===== config.mk =====
export PLATFORM = sky130hd
export DESIGN_NAME = tape_line_in_flat
export DESIGN_NICKNAME = d
export VERILOG_FILES = /design/src/rtl/tape_line_in_if.sv /design/src/rtl/tape_line_in.sv /design/src/flat_wrapper.sv
export SDC_FILE = /design/constraint.sdc
export NUM_CORES = 1
export LEC_CHECK = 0
export BUFFER_PORTS_ARGS = -buffer_cell sky130_fd_sc_hd__buf_2
export CAP_MARGIN = 10
export CORE_ASPECT_RATIO = 0.9
export CORE_MARGIN = 2
export CORE_UTILIZATION = 55
export DETAILED_ROUTE_END_ITERATION = 7
export MAX_ROUTING_LAYER = met4
export PLACE_DENSITY = 0.82
export SLEW_MARGIN = 20
export SYNTH_ARGS = -nofsm -noshare
export SYNTH_HDL_FRONTEND = slang
export SYNTH_SLANG_ARGS = --single-unit

===== constraint.sdc =====
create_clock -name clk -period 3.1 [get_ports clk]
set_input_delay 0.31 -clock clk [delete_from_list [all_inputs] [get_ports clk]]
set_output_delay 0.31 -clock clk [all_outputs]
set_load 0.05 [all_outputs]

===== src/rtl/tape_line_in_if.sv =====
// Signal bundle for the line-in tape conditioner: raw line level and controls in,
// conditioned level, edge/period strobes and carrier status out.
interface tape_line_in_if;
  // Strobe semantics: edge_stb and period_vld are one-cycle valid pulses with no
  // ready; a consumer must take period on the cycle period_vld is high, because
  // there is no back-pressure and the next rising edge overwrites it.
  logic        audio_in;
  logic        enable;
  logic        invert;
  logic        tape_in;
  logic        edge_stb;
  logic [19:0] period;
  logic        period_vld;
  logic        active;
  logic [1:0]  fsm_state;

  modport master (
    output audio_in, enable, invert,
    input  tape_in, edge_stb, period, period_vld, active, fsm_state
  );

  modport slave (
    input  audio_in, enable, invert,
    output tape_in, edge_stb, period, period_vld, active, fsm_state
  );
endinterface


===== src/rtl/tape_line_in.sv =====
// Cassette line-in conditioner: synchronise, glitch-filter, optional inversion,
// rising-edge period measurement and carrier detection.
module tape_line_in #(
  parameter int GLITCH_CYC = 250,
  parameter int MIN_PER    = 10000,
  parameter int MAX_PER    = 100000,
  parameter int IDLE_CYC   = 25000000,
  parameter int ARM_COUNT  = 4
) (
  input logic          clk,
  input logic          reset,
  tape_line_in_if.slave bus
);

  localparam int GW = $clog2(GLITCH_CYC + 1);
  localparam int AW = $clog2(ARM_COUNT + 1);
  localparam logic [GW-1:0] G_LAST = GW'(GLITCH_CYC - 1);
  localparam logic [AW-1:0] A_LAST = AW'(ARM_COUNT - 1);
  localparam logic [19:0]   P_MIN  = 20'(MIN_PER);
  localparam logic [19:0]   P_MAX  = 20'(MAX_PER);
  localparam logic [19:0]   P_SAT  = 20'hFFFFF;
  localparam logic [24:0]   T_LAST = 25'(IDLE_CYC - 1);

  typedef enum logic [1:0] {
    IDLE   = 2'd0,
    ARMING = 2'd1,
    ACTIVE = 2'd2
  } state_t;

  logic          sync_a, sync;
  logic          filt, filt_d;
  logic [GW-1:0] gcnt;
  logic          tape_r, edge_r;
  logic [19:0]   pcnt, period_r;
  logic          have_prev, pvld_r;
  state_t        state;
  logic [AW-1:0] armcnt;
  logic [24:0]   tmr;
  logic          active_r;

  logic        rise, meas_vld, in_range;
  logic [19:0] meas_val;

  // A rise is a change of the filtered level that lands high after inversion;
  // toggling invert alone never counts because filt itself did not move.
  assign rise     = bus.enable & (filt != filt_d) & (filt ^ bus.invert);
  assign meas_vld = rise & have_prev & (pcnt != P_SAT);
  assign meas_val = pcnt + 20'd1;
  assign in_range = (meas_val >= P_MIN) && (meas_val <= P_MAX);

  always_ff @(posedge clk) begin
    if (reset) begin
      sync_a <= 1'b0;
      sync   <= 1'b0;
      filt   <= 1'b0;
      filt_d <= 1'b0;
      gcnt   <= '0;
      tape_r <= 1'b0;
      edge_r <= 1'b0;
    end else begin
      sync_a <= bus.audio_in;
      sync   <= sync_a;
      filt_d <= filt;
      if (sync != filt) begin
        if (gcnt == G_LAST) begin
          filt <= ~filt;
          gcnt <= '0;
        end else begin
          gcnt <= gcnt + GW'(1);
        end
      end else begin
        gcnt <= '0;
      end
      tape_r <= (filt ^ bus.invert) & bus.enable;
      edge_r <= bus.enable & (filt != filt_d);
    end
  end

  always_ff @(posedge clk) begin
    if (reset) begin
      pcnt      <= '0;
      have_prev <= 1'b0;
      period_r  <= '0;
      pvld_r    <= 1'b0;
    end else begin
      pvld_r <= 1'b0;
      if (!bus.enable) begin
        pcnt      <= '0;
        have_prev <= 1'b0;
      end else if (rise) begin
        if (meas_vld) begin
          period_r <= meas_val;
          pvld_r   <= 1'b1;
        end
        pcnt      <= '0;
        have_prev <= 1'b1;
      end else if (pcnt != P_SAT) begin
        pcnt <= pcnt + 20'd1;
      end else begin
        // A saturated count is not a valid reference for the next edge.
        have_prev <= 1'b0;
      end
    end
  end

  always_ff @(posedge clk) begin
    if (reset || !bus.enable) begin
      state    <= IDLE;
      armcnt   <= '0;
      tmr      <= '0;
      active_r <= 1'b0;
    end else begin
      case (state)
        IDLE: begin
          tmr <= '0;
          if (rise) begin
            state  <= ARMING;
            armcnt <= '0;
          end
        end
        ARMING: begin
          if (rise) begin
            tmr <= '0;
            if (meas_vld) begin
              if (!in_range) begin
                armcnt <= '0;
              end else if (armcnt == A_LAST) begin
                state    <= ACTIVE;
                active_r <= 1'b1;
                armcnt   <= '0;
              end else begin
                armcnt <= armcnt + AW'(1);
              end
            end
          end else if (tmr == T_LAST) begin
            state <= IDLE;
            tmr   <= '0;
          end else begin
            tmr <= tmr + 25'd1;
          end
        end
        ACTIVE: begin
          // Edges keep the carrier alive even when their period is out of range.
          if (rise) begin
            tmr <= '0;
          end else if (tmr == T_LAST) begin
            state    <= IDLE;
            active_r <= 1'b0;
            tmr      <= '0;
          end else begin
            tmr <= tmr + 25'd1;
          end
        end
        default: begin
          state    <= IDLE;
          active_r <= 1'b0;
        end
      endcase
    end
  end

  assign bus.tape_in    = tape_r;
  assign bus.edge_stb   = edge_r;
  assign bus.period     = period_r;
  assign bus.period_vld = pvld_r;
  assign bus.active     = active_r;
  assign bus.fsm_state  = state;

endmodule


===== src/flat_wrapper.sv =====
// flat-port wrapper written by rule: the top's interface ports become plain ports
module tape_line_in_flat 
#(
  parameter int GLITCH_CYC = 250,
  parameter int MIN_PER    = 10000,
  parameter int MAX_PER    = 100000,
  parameter int IDLE_CYC   = 25000000,
  parameter int ARM_COUNT  = 4
)
  (clk, reset, bus_audio_in, bus_enable, bus_invert, bus_tape_in, bus_edge_stb, bus_period, bus_period_vld, bus_active, bus_fsm_state);
  tape_line_in_if bus_i ();
  input logic clk;
  input logic reset;
  input wire logic [$bits(bus_i.audio_in)-1:0] bus_audio_in;
  input wire logic [$bits(bus_i.enable)-1:0] bus_enable;
  input wire logic [$bits(bus_i.invert)-1:0] bus_invert;
  output wire logic [$bits(bus_i.tape_in)-1:0] bus_tape_in;
  output wire logic [$bits(bus_i.edge_stb)-1:0] bus_edge_stb;
  output wire logic [$bits(bus_i.period)-1:0] bus_period;
  output wire logic [$bits(bus_i.period_vld)-1:0] bus_period_vld;
  output wire logic [$bits(bus_i.active)-1:0] bus_active;
  output wire logic [$bits(bus_i.fsm_state)-1:0] bus_fsm_state;
  assign bus_i.audio_in = bus_audio_in;
  assign bus_i.enable = bus_enable;
  assign bus_i.invert = bus_invert;
  assign bus_tape_in = bus_i.tape_in;
  assign bus_edge_stb = bus_i.edge_stb;
  assign bus_period = bus_i.period;
  assign bus_period_vld = bus_i.period_vld;
  assign bus_active = bus_i.active;
  assign bus_fsm_state = bus_i.fsm_state;
  tape_line_in #(.GLITCH_CYC(GLITCH_CYC), .MIN_PER(MIN_PER), .MAX_PER(MAX_PER), .IDLE_CYC(IDLE_CYC), .ARM_COUNT(ARM_COUNT)) u_core (.clk(clk), .reset(reset), .bus(bus_i));
endmodule

# == Yosys cells after proc, flatten, opt, wreduce, memory -nomap -nowiden ==
# Cells that the tools add are included.
# W data, S select, Z words.
# totals
regBits,87
elab_cells,94
output_inout_bits,26
# op_classes
n_lt_le_gt_ge,2
add_sub_neg,4
bitwise_logic,11
n_mux,27
eq_ne,19
reduce_logical,16
# op_table
operator,n
$mux W25,2
$pmux W25 S2,1
$add A25 B1 Y25 const B,1
$eq A25 B25 Y1 const B,1
$add A20 B1 Y20 const B,1
$ge A20 B14 Y1 const B,1
$le A20 B17 Y1 const B,1
$ne A20 B20 Y1 const B,1
$mux W3,5
$mux W2,7
$ne A2 B1 Y1 const B,7
$mux W1,9
$ne A3 B3 Y1 const B,3
$reduce_or A3 Y1,3
$add A8 B1 Y8 const B,1
$eq A8 B8 Y1 const B,1
$reduce_and A7 Y1,1
$pmux W2 S3,1
$pmux W3 S2,1
$and A1 B1 Y1,5
$not A1 Y1,5
$reduce_and A5 Y1,1
$reduce_and A4 Y1,1
$reduce_bool A2 Y1,2
15 further kinds,17

# == Longest topological paths before layout ==
# Gate-level depths: netlist of run 1.
# logic_depth
depth_word,8
mapped_depth,12
depth_no_buf,10

# == Worst setup path before layout of run 1 ==
# OpenSTA, ideal clock, no wires.
# synth_path
path_type,register to register
from,reg u_core.pcnt[1]
to,"reg u_core.state[0], in the netlist u_core.bus.fsm_state[0]"
arrival_time_ps,2314
required_ps,2968
path_slack_ps,654
stages_incl_launch_ff,13
path_buffers,2
path_cell_list,dfxtp_1 > ha_1 > buf_6 > and3_1 > buf_6 > a41oi_1 > a221oi_1 > a31oi_1 > o2111ai_1 > o211ai_1 > o31a_1 > o211ai_1 > o31ai_1
# synth_between
elab_chain_cells,5
elab_cells_between_ends,9
cone_classes,1 x add/sub; 2 x order compare; 3 x eq/ne; 1 x bitwise; 2 x reduce/logical
# synth_rtl
element,line_no,text
"start, declared",tape_line_in.sv:34,"logic [19:0] pcnt, period_r;"
"start signal, assigned",tape_line_in.sv:98,pcnt <= pcnt + 20'd1;
$add A20 B1 Y20,tape_line_in.sv:48,assign meas_val = pcnt + 20'd1;
$ge A20 B14 Y1 / $le A20 B17 Y1 (equally long branches),tape_line_in.sv:49,assign in_range = (meas_val >= P_MIN) && (meas_val <= P_MAX);
$logic_and A1 B1 Y1,tape_line_in.sv:49,
$ne A3 B3 Y1 (no line),--,
$reduce_and A5 Y1 (no line) *,--,
"end signal, assigned",tape_line_in.sv:108,state <= IDLE;
"end signal, assigned",tape_line_in.sv:117,state <= ARMING;
"end signal, assigned",tape_line_in.sv:128,state <= ACTIVE;
"end, declared",tape_line_in.sv:36,state_t state;
# Mark *: on every way between the ends. The rest lies on a longest branch, timed or not.
# A chain may end at the register's enable or synchronous reset.

# == Worst setup path in the final report of run 1 ==
# layout_path
from,reg u_core.pcnt[6]
to,"reg u_core.state[0], in the netlist u_core.bus.fsm_state[0]"
# Same word-level chain as after synthesis.

==> results.md, run 1 <==
- Run status: complete, no violations
- # IOs: 31
- RePlAce Congestion: 0.962
- Seq pwr share: 0.541
- Post-synth EDFFs: 0
- GR Util All Layers: 0.234
- Hold Vio Cnt, Final: 0
- Netlist Area Pre-Place: around 0.0043 mm^2
- Pwr Total: slightly above 2 mW
- Die height: between 80 and 90 um
- Hold_buf cts: 0
- Slowest stage delay, CP: 0.61 ns
- DP Wirelength: 6680 um
- Reg2reg path depth: 8
- Synth top area share: 0.401
- Critical Path Slowest Stage Cell: dfxtp_1
- Initial antenna violation count: 0
- Post-route antenna net violation count: 0
- RR Startpoint: u_core.pcnt[6]
- Clock root buffer: clkbuf_8
- Synthesized net count: between 500 and 600
- PwrDens: 437 mW/mm^2
- Worst Hold Path EP: u_core.sync_a
- Final worst-path cycle share: 0.906
- DR vias: 3,787
- Syn. warnings: 0
- Clock Skew: 0.0208 ns
- Nets@finish: around 550
- Slew @ Worst Pin: 1.01 ns
- Die area: 0.00863 mm^2
- Fin cells: 639
- CTS Buf Count: 9
- # H-tree levels: 3
- Fmax: approximately 360 MHz
- DP Area: 0.00452 mm^2
- Post-route setup TNS: 0 ns
- Tmin final: 2.81 ns
- Clk_lat worst skew: roughly 0.37 ns
- Top FF cell, synth: dfxtp_1
- Post-synth top area cell: dfxtp_1
- Reg2Reg Capture Point: u_core.bus.fsm_state[0]
- Switching portion of total power: 0.228
- Fraction of layout instances using a drive strength above 1: 0.125
- N_diodes: 0
- Final wirelength: roughly 9600 um
- Dpl cells: approximately 620
- Crit path DAT: 3.04 ns
- Worst setup SP type: flop
- Post-synthesis instance total: 524
- Clock power share: 0.440
- CTS clk-pin slew, worst paths: roughly 0.090 ns
- Worst-path fanout max: 12
- Avg WL per Cell: 15.0 um
- Class of the worst hold path: input port to flop
- Post-CTS Setup Bufs: 0
- Pint: roughly 1.6 mW
- Area Overhead vs Synth: 9.36%
- Max Slew Vio Count: 0
- Most common cell in the netlist: dfxtp_1
- Crit Path Class: flop to flop
- RSZ-0062 raised after global routing: no
- Pleak: about 1.7 nW
- Via-to-Cell Ratio: between 5 and 6
- DIE WIDTH: around 98 um
- Crit path cell chain: nand4_4 > nor3_1 > nand2_1 > nor3_1 > o211ai_1 > o31a_1 > o211ai_1 > o31ai_1
- Starting Density: 0.570
- First-pass GRT wire length: 16,200 um
- Max IR drop VDD: between 0.0003 and 0.0004 V
- I/O Buffers: 30
- Max_cap viols: 0
- Worst EP required: 3.33 ns
- Design Area, Final: 0.00475 mm^2
- Final setup fails: 0
- Largest net degree at the start of global routing: 29
- Synth unique cells: 56
- Asr flop ratio synth: 0
- Synth top area cells: dfxtp_1 (40%), nor2_1 (6.3%), a21oi_1 (5.9%), a211oi_1 (4.3%), xnor2_1 (4.0%)
- Psw: 0.473 mW
- Rows: 30
- Crit. End Element: flop
- Hold Crit Start: bus_audio_in
- # DRC: 0
- Vias in the first global route: 3,502
- Synth cell count leaders: dfxtp_1 (87), nor2_1 (73), a21oi_1 (51), nand2_1 (32), a211oi_1 (25)
- Clock Sinks: 87
- Syn_area_per_cell: 8.29 um^2
- Sequential fraction of the synthesis area: 0.401
- Core area: around 0.0076 mm^2
- GR Overflow Total: 0
- Slew headroom: 0.328
- CTS Buffer Depth: 2
- Combinational fraction of design power: 0.018
- 1st-iter DRT viols: 256
- Worst reg2reg setup slack: about 0.3 ns
- Depth of the worst hold-timing path: 2
- Synth Register Bits: 87
- TritonCTS clock tree: built
- DRT Pass-1 Iters: 4
-- routing by layer --
metal	part of all wire	track usage	up-vias	routed length (um)
met5	0	-	-	0
met4	0.012	0.0808	0	111
met3	0.037	0.0419	14	356
met2	0.46	0.366	91	4390
met1	0.49	0.310	1769	4710
li1	-	-	1913	-
-- worst max path at each step --
stage | start | to | slack [ns]
4_1_cts | u_core.pcnt[1] | u_core.bus.fsm_state[0] | 0.12
6_report | u_core.pcnt[6] | u_core.bus.fsm_state[0] | 0.29
3_5_place_dp | u_core.pcnt[1] | u_core.bus.fsm_state[0] | 0.15
2_1_floorplan | u_core.pcnt[1] | u_core.bus.fsm_state[0] | 0.65
5_1_grt | u_core.pcnt[6] | u_core.bus.fsm_state[1] | 0.05
3_3_place_gp | u_core.pcnt[1] | u_core.bus.fsm_state[0] | 0.33
-- area by class of cell --
type,count,area [um^2]
fillers,642,2870
multi-input cells,392,2410
flip-flops and latches,87,1740
repair buffers,39,218
clock buffers,9,124
well taps,96,120
clock inverters,7,106
inverters,9,33.8
-- cell families after synthesis --
| group | count (synthesis) | synth area share |
|---|---|---|
| and+or+nand+nor | 213 | 0.259 |
| AOI/OAI and AO/OA | 134 | 0.191 |
| DFF | 87 | 0.401 |
| buffers and inverters | 45 | 0.0481 |
| xor gates and xnor gates | 31 | 0.0625 |
| adders and majority gates | 10 | 0.0288 |
| muxes | 4 | 0.00922 |
-- state kept, by name, summed over array words and instances, names as in the netlist --
| name | cells |
|---|---|
| u_core.gcnt | 8 |
| u_core.sync_a | 1 |
| u_core.pcnt | 20 |
| u_core.bus.active | 1 |
| u_core.filt | 1 |
| u_core.sync | 1 |
| u_core.bus.period | 20 |
| u_core.have_prev | 1 |
| u_core.bus.edge_stb | 1 |
| u_core.bus.period_vld | 1 |
| u_core.bus.fsm_state | 2 |
| u_core.armcnt | 3 |
| u_core.filt_d | 1 |
| u_core.bus.tape_in | 1 |
| u_core.tmr | 25 |
-- power groups by stage --
| stage | clock network (mW) | logic, mW | registers [mW] |
|---|---|---|---|
| floorplan | 0 | 0.0252 | 1.15 |
| global placement | 0 | 0.0364 | 1.15 |
| detailed placement | 0 | 0.0374 | 1.15 |
| CTS | 0.931 | 0.0377 | 1.12 |
| global route | 0.981 | 0.0418 | 1.12 |
| finish | 0.914 | 0.0381 | 1.12 |
-- metrics by stage --
step / hold WS, ns / worst slack, ns / utilization
2_1_floorplan: 0.414 / 0.654 / -
3_3_place_gp: 0.442 / 0.331 / 0.593
6_report: 0.156 / 0.292 / 0.623
5_1_grt: 0.149 / 0.0452 / 0.623
3_5_place_dp: 0.444 / 0.155 / 0.593
4_1_cts: 0.146 / 0.121 / 0.623
-- cells in the final DEF, fill, tap and decap left out, types with 10 or more instances in the layout --
cell	n
xor2_1	11
xnor2_1	20
dfxtp_1	86
buf_2	30
nor2_1	72
nor3_1	14
nand3_1	19
o21ai_0	24
a211oi_1	25
nand2_1	32
nand3b_1	10
nand4_1	10
a21oi_1	51
-- repair_timing --
action,4_1_cts,5_1_grt
resized for setup,0,3
endpoints found under the setup margin,0,5
endpoints found under the hold margin,0,0
-- critical path, delay by kind of cell (launching register included) --
kind / cells / cell delay, ns
AO/OA/AOI/OAI: 4 / 0.88
flip-flops: 1 / 0.61
AND/OR/NAND/NOR: 4 / 1.20
Power figures use the tool's default switching activity.
==> run 2: changes to the inputs <==
Settings changed: GPL_ROUTABILITY_DRIVEN set to 0, PLACE_DENSITY 0.82 to 0.74.
==> run 2 against run 1 <==
- utilization is 0.43 points lower
- via count is 0.34% higher
- routed wire length is 2.5% lower
- critical endpoint is now u_core.bus.fsm_state[1]
- combinational power is essentially flat
- sequential share of layout area grew 0.23 points
- worst hold slack improved by 0.034 ns
- power down 6.2%
==> results.md, run 2 (synthesized netlist as in run 1, its figures left out) <==
- Class of the worst hold path: input port to flop (unchanged)
- Tmin final: 2.88 ns (was 2.81 ns)
- DP Wirelength: 6530 um (was 6680 um)
- Fmax: 347 MHz (was 356 MHz)
- I/O Buffers: 30 (unchanged)
- Pwr Total: 1.95 mW (was 2.07 mW)
- Final wirelength: 9330 um (was 9560 um)
- Vias in the first global route: 3,470 (was 3,502)
- Avg WL per Cell: 14.6 um (was 15.0 um)
- Core area: 0.00762 mm^2 (unchanged)
- RSZ-0062 raised after global routing: no (unchanged)
- Post-route setup TNS: 0 ns (unchanged)
- # H-tree levels: 3 (unchanged)
- Pint: 1.45 mW (was 1.60 mW)
- CTS Buffer Depth: 2 (unchanged)
- Max Slew Vio Count: 0 (unchanged)
- DR vias: 3,800 (was 3,787)
- Largest Register: u_core.tmr (unchanged)
- DRT Pass-1 Iters: 5 (was 4)
- M1 WL: 4620 um (was 4710 um)
- Final worst-path cycle share: 0.928 (was 0.906)
- DIE WIDTH: 97.7 um (unchanged)
- GR Util All Layers: 0.228 (was 0.234)
- Initial antenna violation count: 0 (unchanged)
- Clock root buffer: clkbuf_8 (unchanged)
- Max_cap viols: 0 (unchanged)
- Clock Skew: 0.0244 ns (was 0.0208 ns)
- GR Overflow Total: 0 (unchanged)
- Post-route antenna net violation count: 0 (unchanged)
- Largest net degree at the start of global routing: 33 (was 29)
- Uppermost layer routed: met4 (unchanged)
- Rows: 30 (unchanged)
- Crit Path Class: flop to flop (unchanged)
- Crit. End Element: flop (unchanged)
- Nets@finish: 553 (unchanged)
- Pleak: 1.65 nW (was 1.67 nW)
- Met3 WL: 452 um (was 356 um)
- Design Area, Final: 0.00472 mm^2 (was 0.00475 mm^2)
- Post-CTS Setup Bufs: 0 (unchanged)
- Most common cell after layout, fill and taps aside: dfxtp_1 (unchanged)
- First-pass GRT wire length: 16,000 um (was 16,200 um)
- # IOs: 31 (unchanged)
- Area Overhead vs Synth: 8.61% (was 9.36%)
- Clock Sinks: 87 (unchanged)
- CTS clk-pin slew, worst paths: 0.10 ns (was 0.09 ns)
- DR WL met2: 4180 um (was 4390 um)
- Final setup fails: 0 (unchanged)
- Max reg flops: 25 (unchanged)
- Starting Density: 0.570 (unchanged)
- Seq pwr share: 0.577 (was 0.541)
- Combinational fraction of design power: 0.020 (was 0.018)
- Hold_buf cts: 0 (unchanged)
- 1st-iter DRT viols: 201 (was 256)
- Die height: 88.3 um (unchanged)
- Worst-path fanout max: 10 (was 12)
- Psw: 0.497 mW (was 0.473 mW)
- Hold Vio Cnt, Final: 0 (unchanged)
- Clk_lat worst skew: 0.37 ns (about the same)
- Max IR drop VDD: 0.000297 V (was 0.000310 V)
- Commonest cells after routing, fill and taps aside: dfxtp_1 (87), nor2_1 (72), a21oi_1 (51), nand2_1 (32), buf_2 (30) (was dfxtp_1 (86), nor2_1 (72), a21oi_1 (51), nand2_1 (32), buf_2 (30))
- PwrDens: 412 mW/mm^2 (was 437 mW/mm^2)
- Slew @ Worst Pin: 0.750 ns (was 1.01 ns)
- DP Area: 0.00452 mm^2 (unchanged)
- N_diodes: 0 (unchanged)
- Clock power share: 0.403 (was 0.440)
- Worst EP required: 3.33 ns (about the same)
- TritonCTS clock tree: built (unchanged)
- CTS Buf Count: 9 (unchanged)
- Worst setup SP type: flop (unchanged)
- Slew headroom: 0.499 (was 0.328)
- Run status: complete, no violations (unchanged)
- Via-to-Cell Ratio: 5.95 (was 5.93)
- # DRC: 0 (unchanged)
- Die area: 0.00863 mm^2 (unchanged)
- Fraction of layout instances using a drive strength above 1: 0.123 (was 0.125)
- Switching portion of total power: 0.256 (was 0.228)
- Crit path DAT: 3.11 ns (was 3.04 ns)
## run 2: cell types whose count changed in the layout (fill, tap and decap cells not counted)
cell / change
dfxtp_2: -1
inv_8: +2
dfxtp_1: +1
inv_6: -4
clkinv_4: +2
clkinvlp_4: +1
clkinv_8: +1
bufinv_16: -2
## run 2: power groups by stage
stage | logic (mW) | clock network (mW) | registers [mW]
floorplan | 0.0252 | 0 | 1.15
global placement | 0.0374 | 0 | 1.15
detailed placement | 0.0383 | 0 | 1.15
CTS | 0.0383 | 0.803 | 1.12
global route | 0.0425 | 0.845 | 1.12
finish | 0.0384 | 0.784 | 1.12
## run 2: path summary, 6_finish.rpt
path | startpoint | end | depth (start not counted) | slack [ns]
worst max register to register | u_core.pcnt[1] | u_core.bus.fsm_state[1] | 10 | 0.22
worst min-delay path | bus_audio_in | u_core.sync_a | 2 | 0.19
worst min register to register | u_core.sync_a | u_core.sync | 1 | 0.45
worst max-delay path | u_core.pcnt[1] | u_core.bus.fsm_state[1] | 10 | 0.22
## run 2: through the flow
stage	util	hold slack (ns)	std cells	setup WS, ns
2_1_floorplan	-	0.414	524	0.654
3_3_place_gp	0.593	0.433	623	0.299
3_5_place_dp	0.593	0.432	623	0.151
4_1_cts	0.619	0.178	639	0.113
5_1_grt	0.619	0.184	639	0.0336
6_report	0.619	0.190	639	0.222
## run 2: final cells by class
| type | count | area, um^2 |
|---|---|---|
| clock buffer | 9 | 124 |
| clock inverter | 7 | 75.1 |
| fill | 651 | 2900 |
| inverter | 9 | 33.8 |
| multi-input combinational | 392 | 2410 |
| sequential | 87 | 1740 |
| tap | 96 | 120 |
| timing repair buffer | 39 | 218 |
## run 2: critical path, stage by stage (launching register included)
cell and delay [ns]:
dfxtp_1 0.49, ha_2 0.32, and3_2 0.34, a41oi_1 0.14, a221oi_1 0.24, a31oi_1 0.13, o2111ai_1 0.26, o211ai_1 0.19
o31a_1 0.36, o211ai_1 0.19, o31ai_1 0.10
## run 2: what timing repair did
item | CTS | global route
hold endpoints to repair | 0 | 0
resized for setup | 0 | 2
setup endpoints to repair | 0 | 2
## run 2: metal layers
layer  vias up  GRT usage
li1       1913          -
met1      1783      0.311
met2        97      0.353
met3         7     0.0482
met4         0     0.0543
met5         -          -
==> run 3: changes to the inputs <==
Settings changed: CELL_PAD_IN_SITES_DETAIL_PLACEMENT set to 0, CELL_PAD_IN_SITES_GLOBAL_PLACEMENT set to 1, CORE_UTILIZATION 55 to 45, PLACE_DENSITY 0.74 to unset, PLACE_DENSITY_LB_ADDON set to 0.1.
==> run 3 against run 2 <==
- die area is 21% higher
- clock skew is 0.012 ns lower
- sequential power hardly changed
- cell area is 0.45% higher
- count of clock-buffer cells in the layout is 1 higher
- final cell count is 4.9% higher
- setup slack better by 0.026 ns
- clock power is 8.8% lower
==> results.md, run 3 (synthesized netlist as in run 1, its figures left out) <==
- Clk_lat worst skew: 0.37 ns (about the same)
- CTS Buf Count: 9 (unchanged)
- Crit Path Class: flop to flop (unchanged)
- N_diodes: 0 (unchanged)
- Max IR drop VDD: 0.000255 V (was 0.000297 V)
- Max_cap viols: 0 (unchanged)
- I/O Buffers: 30 (unchanged)
- Clock Skew: 0.0126 ns (was 0.0244 ns)
- Post-route setup TNS: 0 ns (unchanged)
- CTS Buffer Depth: 2 (unchanged)
- Die height: 97.2 um (was 88.3 um)
- # DRC: 0 (unchanged)
- CTS clk-pin slew, worst paths: 0.09 ns (was 0.10 ns)
- Resize count post-CTS: 0 (unchanged)
- Post-route antenna net violation count: 0 (unchanged)
- Post-CTS Setup Bufs: 0 (unchanged)
- Clock Sinks: 87 (unchanged)
- Max reg flops: 25 (unchanged)
- Core area: 0.00953 mm^2 (was 0.00762 mm^2)
- Crit. End Element: flop (unchanged)
- TritonCTS clock tree: built (unchanged)
- Avg WL per Cell: 15.1 um (was 14.6 um)
- Starting Density: 0.456 (was 0.570)
- Area Overhead vs Synth: 9.10% (was 8.61%)
- Initial antenna violation count: 0 (unchanged)
- Commonest cells after routing, fill and taps aside: dfxtp_1 (87), nor2_1 (72), a21oi_1 (51), nand2_1 (32), buf_2 (30) (unchanged)
- Slew headroom: 0.518 (was 0.499)
- GR Overflow Total: 0 (unchanged)
- Via-to-Cell Ratio: 5.69 (was 5.95)
- RSZ-0062 raised after global routing: no (unchanged)
- DP Wirelength: 7100 um (was 6530 um)
- Fmax: 351 MHz (was 347 MHz)
- Rows: 34 (was 30)
- Hold Vio Cnt, Final: 0 (unchanged)
- Most common cell after layout, fill and taps aside: dfxtp_1 (unchanged)
- Worst-path fanout max: 10 (unchanged)
- # H-tree levels: 3 (unchanged)
- Final worst-path cycle share: 0.920 (was 0.928)
- Class of the worst hold path: input port to flop (unchanged)
- Hold_buf cts: 0 (unchanged)
- Final setup fails: 0 (unchanged)
- PwrDens: 396 mW/mm^2 (was 412 mW/mm^2)
- 1st-iter DRT viols: 253 (was 201)
- DRT Pass-1 Iters: 5 (unchanged)
- Worst EP required: 3.35 ns (was 3.33 ns)
- Pleak: 1.65 nW (about the same)
- Worst setup SP type: flop (unchanged)
- Tmin final: 2.85 ns (was 2.88 ns)
- Largest net degree at the start of global routing: 38 (was 33)
- GR Util All Layers: 0.209 (was 0.228)
- Largest Register: u_core.tmr (unchanged)
- Run status: complete, no violations (unchanged)
- Clock root buffer: clkbuf_8 (unchanged)
- Crit path DAT: 3.11 ns (about the same)
- DIE WIDTH: 108 um (was 97.7 um)
- Slew @ Worst Pin: 0.721 ns (was 0.750 ns)
- Nets@finish: 555 (was 553)
- Min Hold Slack: 0.181 ns (was 0.190 ns)
- Max Slew Vio Count: 0 (unchanged)
- # IOs: 31 (unchanged)
- First-pass GRT wire length: 17,100 um (was 16,000 um)
- Final wirelength: 10,100 um (was 9330 um)
- Vias in the first global route: 3,504 (was 3,470)
- Fill count: 934 (was 651)
- Die area: 0.0105 mm^2 (was 0.00863 mm^2)
- Fraction of layout instances using a drive strength above 1: 0.121 (was 0.123)
- DR vias: 3,809 (was 3,800)
==> run 3: through the flow <==
| stage | std cells | util | setup WS [ns] | power [mW] | cell area, um^2 |
|---|---|---|---|---|---|
| 5_1_grt | 670 | 0.497 | 0.00331 | 1.97 | 4740 |
| 3_5_place_dp | 655 | 0.479 | 0.306 | 1.19 | 4570 |
| 3_3_place_gp | 655 | 0.479 | 0.361 | 1.19 | 4570 |
| 4_1_cts | 670 | 0.497 | 0.281 | 1.91 | 4740 |
| 6_report | 670 | 0.497 | 0.248 | 1.88 | 4740 |
| 2_1_floorplan | 524 | - | 0.654 | 1.18 | 4340 |
==> run 3: path summary, 6_finish.rpt <==
path                                     start                 endpoint  slack [ns]  depth (start not counted)
worst max register to register  u_core.pcnt[1]  u_core.bus.fsm_state[0]        0.25                         10
worst min register to register   u_core.sync_a              u_core.sync        0.45                          1
worst min-delay path              bus_audio_in            u_core.sync_a        0.18                          2
worst max-delay path            u_core.pcnt[1]  u_core.bus.fsm_state[0]        0.25                         10
==> run 3: worst max-delay path: stages (launching register included) <==
cell and delay (ns):
dfxtp_1 0.48, ha_1 0.21, and3_1 0.40, a41oi_1 0.17
a221oi_1 0.27, a31oi_1 0.14, o2111ai_1 0.24, o211ai_1 0.19
o31a_1 0.36, o211ai_1 0.19, o31ai_1 0.09
==> run 3: final cells by class <==
cell class	count	area (um^2)	share of cell area
Multi-Input combinational cell	392	2400	0.507
Sequential cell	87	1740	0.367
Timing Repair Buffer	41	233	0.0491
Tap cell	126	158	0.0333
Clock buffer	10	138	0.0290
Clock inverter	5	33.8	0.00713
Inverter	9	33.8	0.00713
==> run 3: per-layer routing <==
metal	up-vias	track usage	part of all wire
met3	13	0.0503	0.050
met4	0	0.0493	0.011
met1	1791	0.308	0.52
met2	87	0.287	0.42
met5	-	-	0
li1	1918	-	-
==> run 3: power breakdown <==
part / total, mW / switching, mW / leakage [nW] / internal [mW]
combinational: 0.0392 / 0.0289 / 0.868 / 0.0104
clock: 0.715 / 0.406 / 0.0845 / 0.308
sequential: 1.12 / 0.00259 / 0.701 / 1.12
total: 1.88 / 0.438 / 1.65 / 1.44
